File: src/rtl/vv_alu_pipe.sv
// vv_alu_pipe: two-stage elementwise vector ALU with valid/ready handshakes; define VV_ALU_SATURATE_EN to clamp results instead of wrapping
`ifndef BITS
`define BITS 8
`endif
`ifndef VEC_LEN
`define VEC_LEN 4
`endif
module vv_alu_pipe #(
  parameter int IN_BITS = `BITS,
  parameter int OUT_BITS = `BITS,
  parameter int VEC_LEN = `VEC_LEN
) (
  input  logic clock,
  input  logic reset,
  input  logic in_valid,
  output logic in_ready,
  input  logic [2:0] opcode,
  input  logic [VEC_LEN-1:0][IN_BITS-1:0] vec_a,
  input  logic [VEC_LEN-1:0][IN_BITS-1:0] vec_b,
  output logic out_valid,
  input  logic out_ready,
  output logic [VEC_LEN-1:0][OUT_BITS-1:0] out_vec,
  output logic [2:0] out_op
);
  // FW holds any full-precision result (product needs 2*IN_BITS)
  localparam int FW = 2 * IN_BITS > OUT_BITS ? 2 * IN_BITS : OUT_BITS;
`ifdef VV_ALU_SATURATE_EN
  localparam int RW = FW;
`else
  localparam int RW = OUT_BITS;
`endif
  logic s1_valid, s2_load;
  logic [2:0] s1_op;
  logic [VEC_LEN-1:0][IN_BITS-1:0] s1_a, s1_b;
  logic [VEC_LEN-1:0][OUT_BITS-1:0] res;
  assign s2_load = s1_valid && (!out_valid || out_ready);
  assign in_ready = !s1_valid || s2_load;
  for (genvar i = 0; i < VEC_LEN; i++) begin : g_lane
    logic signed [FW-1:0] a, b, d;
    logic signed [RW-1:0] full;
    assign a = {{(FW-IN_BITS){s1_a[i][IN_BITS-1]}}, s1_a[i]};
    assign b = {{(FW-IN_BITS){s1_b[i][IN_BITS-1]}}, s1_b[i]};
    assign d = a - b;
    assign full = RW'(s1_op == 3'd0 ? a * b :
                      s1_op == 3'd1 ? a + b :
                      s1_op == 3'd2 ? d :
                      s1_op == 3'd3 ? b - a :
                      s1_op == 3'd4 ? (d[FW-1] ? a : b) :
                      s1_op == 3'd5 ? (d[FW-1] ? b : a) :
                      s1_op == 3'd6 ? (d[FW-1] ? -d : d) : a);
`ifdef VV_ALU_SATURATE_EN
    localparam logic signed [FW-1:0] HI = {{(FW-OUT_BITS+1){1'b0}}, {(OUT_BITS-1){1'b1}}};
    localparam logic signed [FW-1:0] LO = {{(FW-OUT_BITS+1){1'b1}}, {(OUT_BITS-1){1'b0}}};
    assign res[i] = full > HI ? {1'b0, {(OUT_BITS-1){1'b1}}} :
                    full < LO ? {1'b1, {(OUT_BITS-1){1'b0}}} : full[OUT_BITS-1:0];
`else
    assign res[i] = full;
`endif
  end
  always_ff @(posedge clock) begin
    if (reset) begin
      s1_valid <= 1'b0;
      s1_op <= '0;
      s1_a <= '0;
      s1_b <= '0;
      out_valid <= 1'b0;
      out_vec <= '0;
      out_op <= '0;
    end else begin
      if (in_valid && in_ready) begin
        s1_valid <= 1'b1;
        s1_op <= opcode;
        s1_a <= vec_a;
        s1_b <= vec_b;
      end else if (s2_load) s1_valid <= 1'b0;
      if (s2_load) begin
        out_valid <= 1'b1;
        out_vec <= res;
        out_op <= s1_op;
      end else if (out_ready) out_valid <= 1'b0;
    end
  end
endmodule

File: config.mk
export PLATFORM = sky130hd
export DESIGN_NAME = vv_alu_pipe
export DESIGN_NICKNAME = d
export VERILOG_FILES = /design/src/rtl/vv_alu_pipe.sv
export SDC_FILE = /design/constraint.sdc
export NUM_CORES = 1
export LEC_CHECK = 0
export BUFFER_PORTS_ARGS = -buffer_cell sky130_fd_sc_hd__buf_2
export CAP_MARGIN = 10
export CORE_UTILIZATION = 42
export CTS_BUF_LIST = sky130_fd_sc_hd__clkbuf_4 sky130_fd_sc_hd__clkbuf_8 sky130_fd_sc_hd__clkbuf_16
export CTS_CLUSTER_DIAMETER = 100
export DETAILED_ROUTE_END_ITERATION = 12
export GPL_TIMING_DRIVEN = 0
export PLACE_DENSITY_LB_ADDON = 0.12
export SYNTH_ARGS = -nofsm -noshare
export SYNTH_HDL_FRONTEND = slang
export SYNTH_SLANG_ARGS = --single-unit
File: constraint.sdc
create_clock -name clock -period 3.49 [get_ports clock]
set_input_delay 0.698 -clock clock [delete_from_list [all_inputs] [get_ports clock]]
set_output_delay 0.698 -clock clock [all_outputs]
set_load 0.005 [all_outputs]
# [Word level (Yosys, flattened, before mapping)]
# Index checks and enable logic that the tools add are counted.
[op_classes] n_addsub=16 mul=4 div_mod_pow=0 magnitude_cmp=0 eq_ne=6 shifts=0 mux=44 n_bitwise=0 reduce_logical=9
[op_table] cell="8-bit 2-to-1 mux" count=40
[op_table] cell="8-bit by 8-bit subtractor with 9-bit output" count=4
[op_table] cell="8-bit adder" count=4
[op_table] cell="8-bit by 8-bit multiplier with 8-bit output" count=4
[op_table] cell="8-bit negation" count=4
[op_table] cell="8-bit subtractor" count=4
[op_table] cell="3-bit == test, second input constant" count=3
[op_table] cell="3-bit by 2-bit == test with 1-bit output, second input constant" count=2
[op_table] cell="1-bit 2-to-1 mux" count=4
[op_table] cell="2-bit nonzero test" count=2
[op_table] cell="3-bit by 1-bit == test with 1-bit output, second input constant" count=1
[op_table] cell="3-bit zero test" count=1
[op_table] cell="1-bit logical AND" count=2
[op_table] cell="1-bit zero test" count=2
[op_table] cell="1-bit logical OR" count=2
[word_totals] regBits=104 latchBits=0 ramBits=0 romBits=0 in_bits=71 out_inout_bits=37 word_cells=95 n_memories=0

# [Depth between registers and ports, before layout]
[depth] depth_word=10 depth_mapped=18 ltp_nobuf=18

# [Worst setup path before layout]
# OpenSTA, ideal clock, no wires.
[synth_timing] path_type="register to register" from="register s1_a, in the netlist g_lane[0].a[1]" to="register out_vec[7] in the netlist's numbering" t_arrival_ps=3754 slack_ps=-367 stages_incl_launch_ff=18 n_path_buf=0 synth_period_minus_slack_ps=3857 cell_sequence="dfxtp_1 > inv_1 > nor2_1 > fa_1 > inv_1 > fa_1 > inv_1 > ha_1 > inv_1 > fa_1 > inv_1 > ha_1 > a21o_1 > a21oi_1 > xnor2_1 > xnor2_1 > nor3_1 > a2111oi_2"
[synth_via] elab_chain_cells=10
[synth_rtl] element="start, declared" line_no="34" rtl="logic [VEC_LEN-1:0][IN_BITS-1:0] s1_a, s1_b;"
[synth_rtl] element="start signal, assigned" line_no="73" rtl="s1_a <= vec_a;"
[synth_rtl] element="8-bit by 8-bit subtractor with 9-bit output" line_no="43" rtl="assign d = a - b;"
[synth_rtl] element="8-bit negation" line_no="50" rtl="s1_op == 3'd6 ? (d[FW-1] ? -d : d) : a);"
[synth_rtl] element="8-bit 2-to-1 mux (2 in series)" line_no="50"
[synth_rtl] element="8-bit 2-to-1 mux" line_no="49" rtl="s1_op == 3'd5 ? (d[FW-1] ? b : a) :"
[synth_rtl] element="8-bit 2-to-1 mux" line_no="48" rtl="s1_op == 3'd4 ? (d[FW-1] ? a : b) :"
[synth_rtl] element="8-bit 2-to-1 mux" line_no="47" rtl="s1_op == 3'd3 ? b - a :"
[synth_rtl] element="8-bit 2-to-1 mux" line_no="46" rtl="s1_op == 3'd2 ? d :"
[synth_rtl] element="8-bit 2-to-1 mux" line_no="45" rtl="s1_op == 3'd1 ? a + b :"
[synth_rtl] element="8-bit 2-to-1 mux (*)" line_no="44" rtl="assign full = RW'(s1_op == 3'd0 ? a * b :"
[synth_rtl] element="end signal, assigned" line_no="78" rtl="out_vec <= res;"
[synth_rtl] element="end, declared" line_no="22" rtl="output logic [VEC_LEN-1:0][OUT_BITS-1:0] out_vec,"
# Mark *: on every way between the ends. The rest lies on a longest branch, timed or not.
# A chain may end at the register's enable or synchronous reset.

# [Worst setup path in the final report]
[layout_timing] from="register s1_a, in the netlist g_lane[3].a[1]" to="register out_vec[31] in the netlist's numbering"
# Same word-level chain as after synthesis.

==> Implementation_results.wiki <==
{| class="wikitable"
! Metric !! Value
|-
| Most frequent cell after synthesis || sky130_fd_sc_hd__nand2_1
|-
| Setup crit end || out_vec[31]
|-
| Max VDD drop || 282 µV
|-
| Count of nets left with antenna violations after detail routing || 0
|-
| Clk sink count || 104
|-
| Data required time of the worst path || 3780 ps
|-
| Post-detailed-route DRC marker count || 0
|-
| Hold buffer count at CTS || 0
|-
| Avg Inst Size Synth || between 7 and 8 µm²
|-
| Max_cap viols || 0
|-
| Area of placed instances || approximately 15000 µm²
|-
| Vert. Die Dim || 184 µm
|-
| Synthesized netlist cell count || 1910
|-
| HPWL reported at the end of detailed placement || 44.5 mm
|-
| Wire length of the first global-routing pass || 91.3 mm
|-
| Post-DR vias/cell || 5.96
|-
| Outcome || complete, but fails checks
|-
| Register area || 2260 µm²
|-
| Busiest layer in global routing || met2
|-
| GR Layer Usage met2 || 57.8%
|-
| Origin of the worst setup path || g_lane[3].a[1]
|-
| Final Routed Wirelength || 62.1 mm
|-
| Number of flops mapped to enable cells by yosys || 0
|-
| Setup repair after global routing missed its margin || true
|-
| First-pass detailed-route iteration total || 7
|-
| Part of the cycle the worst path needs || 108%
|-
| Post-layout net count || 2454
|-
| Horiz. Die Dim || 184 µm
|-
| H-tree depth reported by CTS || 3
|-
| Top-Level Pins || 108
|-
| Most used flip-flop cell after synthesis || sky130_fd_sc_hd__dfxtp_1
|-
| Kind of end point of the critical path || flop
|-
| Timing-limited maximum frequency || roughly 0.26 GHz
|-
| Number of warnings printed during yosys synthesis || 0
|-
| Slew of the pin with the lowest slew margin || approximately 1200 ps
|-
| Placeable Area || 32600 µm²
|-
| Count of final max-slew check failures || 0
|-
| Overall power of the completed layout || 0.00511 W
|-
| Area enclosed by the die boundary || 33900 µm²
|-
| Async set-or-reset flop fraction in the synthesized netlist || 0%
|-
| Cells on worst reg2reg path || 17
|-
| TritonCTS Buffers || 9
|-
| Synth top area share || 15.1%
|-
| Leakage power total || 7.39 nW
|-
| Final-layout setup total negative slack || -2220 ps
|-
| Largest fanout on the critical path || 3
|-
| Power per Cell Area || 288 nW/µm²
|-
| Origin of the critical flop-to-flop path || g_lane[3].a[1]
|-
| Final count of negative-setup-slack endpoints || 11
|-
| Fillcell total || 3208
|-
| Remaining max-slew budget at the tightest pin || 18.0%
|-
| Floorplan row count || 66
|-
| Vias in the first global route || 14600
|-
| Portion of the post-synthesis area used by sequential elements || 14.9%
|-
| Mapped Area || 13900 µm²
|-
| Number of different library cells in the post-synthesis netlist || slightly below 90
|-
| Register clock-pin slew on the reported worst setup and hold paths || ~80 ps
|-
| Layout overhead on the synthesized area || 27.1%
|-
| Top cells by instance count after synthesis || sky130_fd_sc_hd__nand2_1 (277), sky130_fd_sc_hd__a21oi_1 (201), sky130_fd_sc_hd__nor2_1 (192)
|-
| Flop2flop setup slack || -290 ps
|-
| Startpoint type of the worst setup path || flop
|-
| Grt met1 use || approximately half
|-
| Largest net degree at the start of global routing || 19
|-
| Proportion of layout cells with a drive suffix above 1 || 26.1%
|-
| Buffers from clock root to sink, at most || 2
|-
| Number of synthesized register bits || 104
|-
| Total via count after detailed routing || about 16000
|-
| Weighted congestion reported at the end of routability-driven placement || approximately 0.97
|-
| Reg2Reg Capture Point || out_vec[31]
|-
| Synth top area cells || sky130_fd_sc_hd__ha_1 (15%), sky130_fd_sc_hd__dfxtp_1 (15%), sky130_fd_sc_hd__fa_1 (8.6%)
|-
| Leading area contributor after synthesis || sky130_fd_sc_hd__ha_1
|-
| Drt first-iter violations || 1418
|-
| ANT cells || 0
|-
| Initial core utilization || a little over two fifths
|-
| Tightest hold margin || 446 ps
|-
| Tmin final || 3780 ps
|-
| Met3 track demand over resource || under 10%
|-
| CTS Root Buffer Type || sky130_fd_sc_hd__clkbuf_16
|-
| TritonCTS clock tree || yes
|-
| CP Data Arrival Time || 4070 ps
|-
| Number of antenna violations at the first check in global routing || 0
|-
| Count of input and output buffers || ~110
|-
| Setup Crit Path Kind || flop to flop
|-
| Finished Core Util || 54.3%
|-
| Endpoints failing hold || 0
|-
| Nets in the synthesized netlist || 2209
|-
| Worst clock skew || 13.8 ps
|-
| Hold/Removal Path Class || flop to flop
|-
| Violations in the final reports || negative setup slack
|-
| Post-route cell area || 17700 µm²
|-
| Routed len/inst || ~24 µm
|-
| Area used by multi-input combinational logic || between 10000 and 15000 µm²
|-
| Insertion delay of the later-clocked pin in the worst-skew pair || approximately 390 ps
|-
| Worst Slack Setup Final || -285 ps
|-
| Global route total overflow || 0
|-
| Overall fraction of global-route tracks in use || around 37%
|}
==> registers in the layout (all words and copies together) (netlist names) <==
name	cells
g_lane.a	32
g_lane.b	32
out_op	3
out_valid	1
out_vec	32
s1_op	3
s1_valid	1
==> repair_timing <==
action | in CTS | in global routing
pin swaps | 118 | 64
cloned | 0 | 1
setup buffers | 104 | 26
endpoints found under the setup margin | 16 | 25
resized for setup | 264 | 75
==> cells by family after synthesis <==
family | after synthesis | share of synthesized area [%]
AND/OR/NAND/NOR | 604 | 18.5
AO/OA/AOI/OAI | 539 | 24.6
buffers and inverters | 281 | 8.25
adder cells (fa/ha/maj) | 228 | 23.7
XOR/XNOR | 140 | 8.85
flip-flops | 104 | 14.9
multiplexers | 14 | 1.14
==> per-layer routing <==
layer	wire length, µm	vias to the layer above
li1	-	7040
met5	0	-
met2	27100	854
met1	25700	7442
met3	6130	178
met4	3120	0
==> area by class of cell <==
| type | instances | area share (%) |
|---|---|---|
| Sequential cell | 104 | 12.8 |
| Timing Repair inverter | 1 | 0.0353 |
| Buffer | 104 | 2.85 |
| Multi-Input combinational cell | 1525 | 66.3 |
| Clock inverter | 6 | 0.290 |
| Clock buffer | 9 | 1.27 |
| Inverter | 177 | 4.55 |
| Timing Repair Buffer | 233 | 8.78 |
| Tap cell | 442 | 3.12 |
==> where the power goes <==
| group | internal, W | switching [W] |
|---|---|---|
| clock network | 0.000495 | 0.000589 |
| logic | 0.00103 | 0.00163 |
| registers | 0.00124 | 0.000116 |
==> critical path, stage by stage, from the launching register on <==
cell                         delay [ps]
sky130_fd_sc_hd__dfxtp_4            390
sky130_fd_sc_hd__clkinvlp_4         130
sky130_fd_sc_hd__nor2_4             100
sky130_fd_sc_hd__fa_2               200
sky130_fd_sc_hd__inv_2               40
sky130_fd_sc_hd__fa_1               510
sky130_fd_sc_hd__inv_2               50
sky130_fd_sc_hd__ha_4               260
sky130_fd_sc_hd__inv_2               30
sky130_fd_sc_hd__fa_1               530
sky130_fd_sc_hd__inv_1               60
sky130_fd_sc_hd__ha_1               260
sky130_fd_sc_hd__a21o_1             180
sky130_fd_sc_hd__a21oi_4            150
sky130_fd_sc_hd__xnor2_2            100
sky130_fd_sc_hd__xnor2_2            280
sky130_fd_sc_hd__o21ai_1            130
sky130_fd_sc_hd__a221oi_2           270
==> cells in the final DEF (no fill, tap or decap), types with 17 or more instances in the layout <==
cell / instances
sky130_fd_sc_hd__nand2_1: 273
sky130_fd_sc_hd__a21oi_1: 192
sky130_fd_sc_hd__nor2_1: 161
sky130_fd_sc_hd__ha_1: 131
sky130_fd_sc_hd__buf_2: 123
sky130_fd_sc_hd__buf_4: 114
sky130_fd_sc_hd__inv_1: 104
sky130_fd_sc_hd__xnor2_1: 89
sky130_fd_sc_hd__o21ai_0: 78
sky130_fd_sc_hd__clkbuf_1: 64
sky130_fd_sc_hd__dfxtp_1: 55
sky130_fd_sc_hd__dfxtp_4: 46
sky130_fd_sc_hd__fa_1: 44
sky130_fd_sc_hd__inv_2: 43
sky130_fd_sc_hd__xor2_1: 33
sky130_fd_sc_hd__ha_4: 32
sky130_fd_sc_hd__nand3_1: 27
sky130_fd_sc_hd__o21ai_1: 26
sky130_fd_sc_hd__nor2b_1: 24
sky130_fd_sc_hd__nor3_1: 24
sky130_fd_sc_hd__a21o_1: 23
sky130_fd_sc_hd__a211oi_1: 22
sky130_fd_sc_hd__buf_6: 20
sky130_fd_sc_hd__nor2_4: 18
sky130_fd_sc_hd__o22ai_1: 18
sky130_fd_sc_hd__o221ai_1: 17
==> through the flow <==
step,setup slack (ps),cells
4_1_cts,-353,2579
5_1_grt,-393,2601
6_report,-285,2601
2_1_floorplan,-49.7,1910
3_5_place_dp,-863,2460
3_3_place_gp,-814,2458
==> worst min path at each step <==
stage	to	start	depth (start not counted)
floorplan	out_vec[20]	out_vec[20]	2
global placement	out_vec[20]	out_vec[20]	2
detailed placement	out_vec[2]	out_vec[2]	2
CTS	out_vec[2]	out_vec[2]	2
global route	out_vec[6]	out_vec[6]	2
finish	out_vec[2]	out_vec[2]	2
Power figures use the tool's default switching activity.
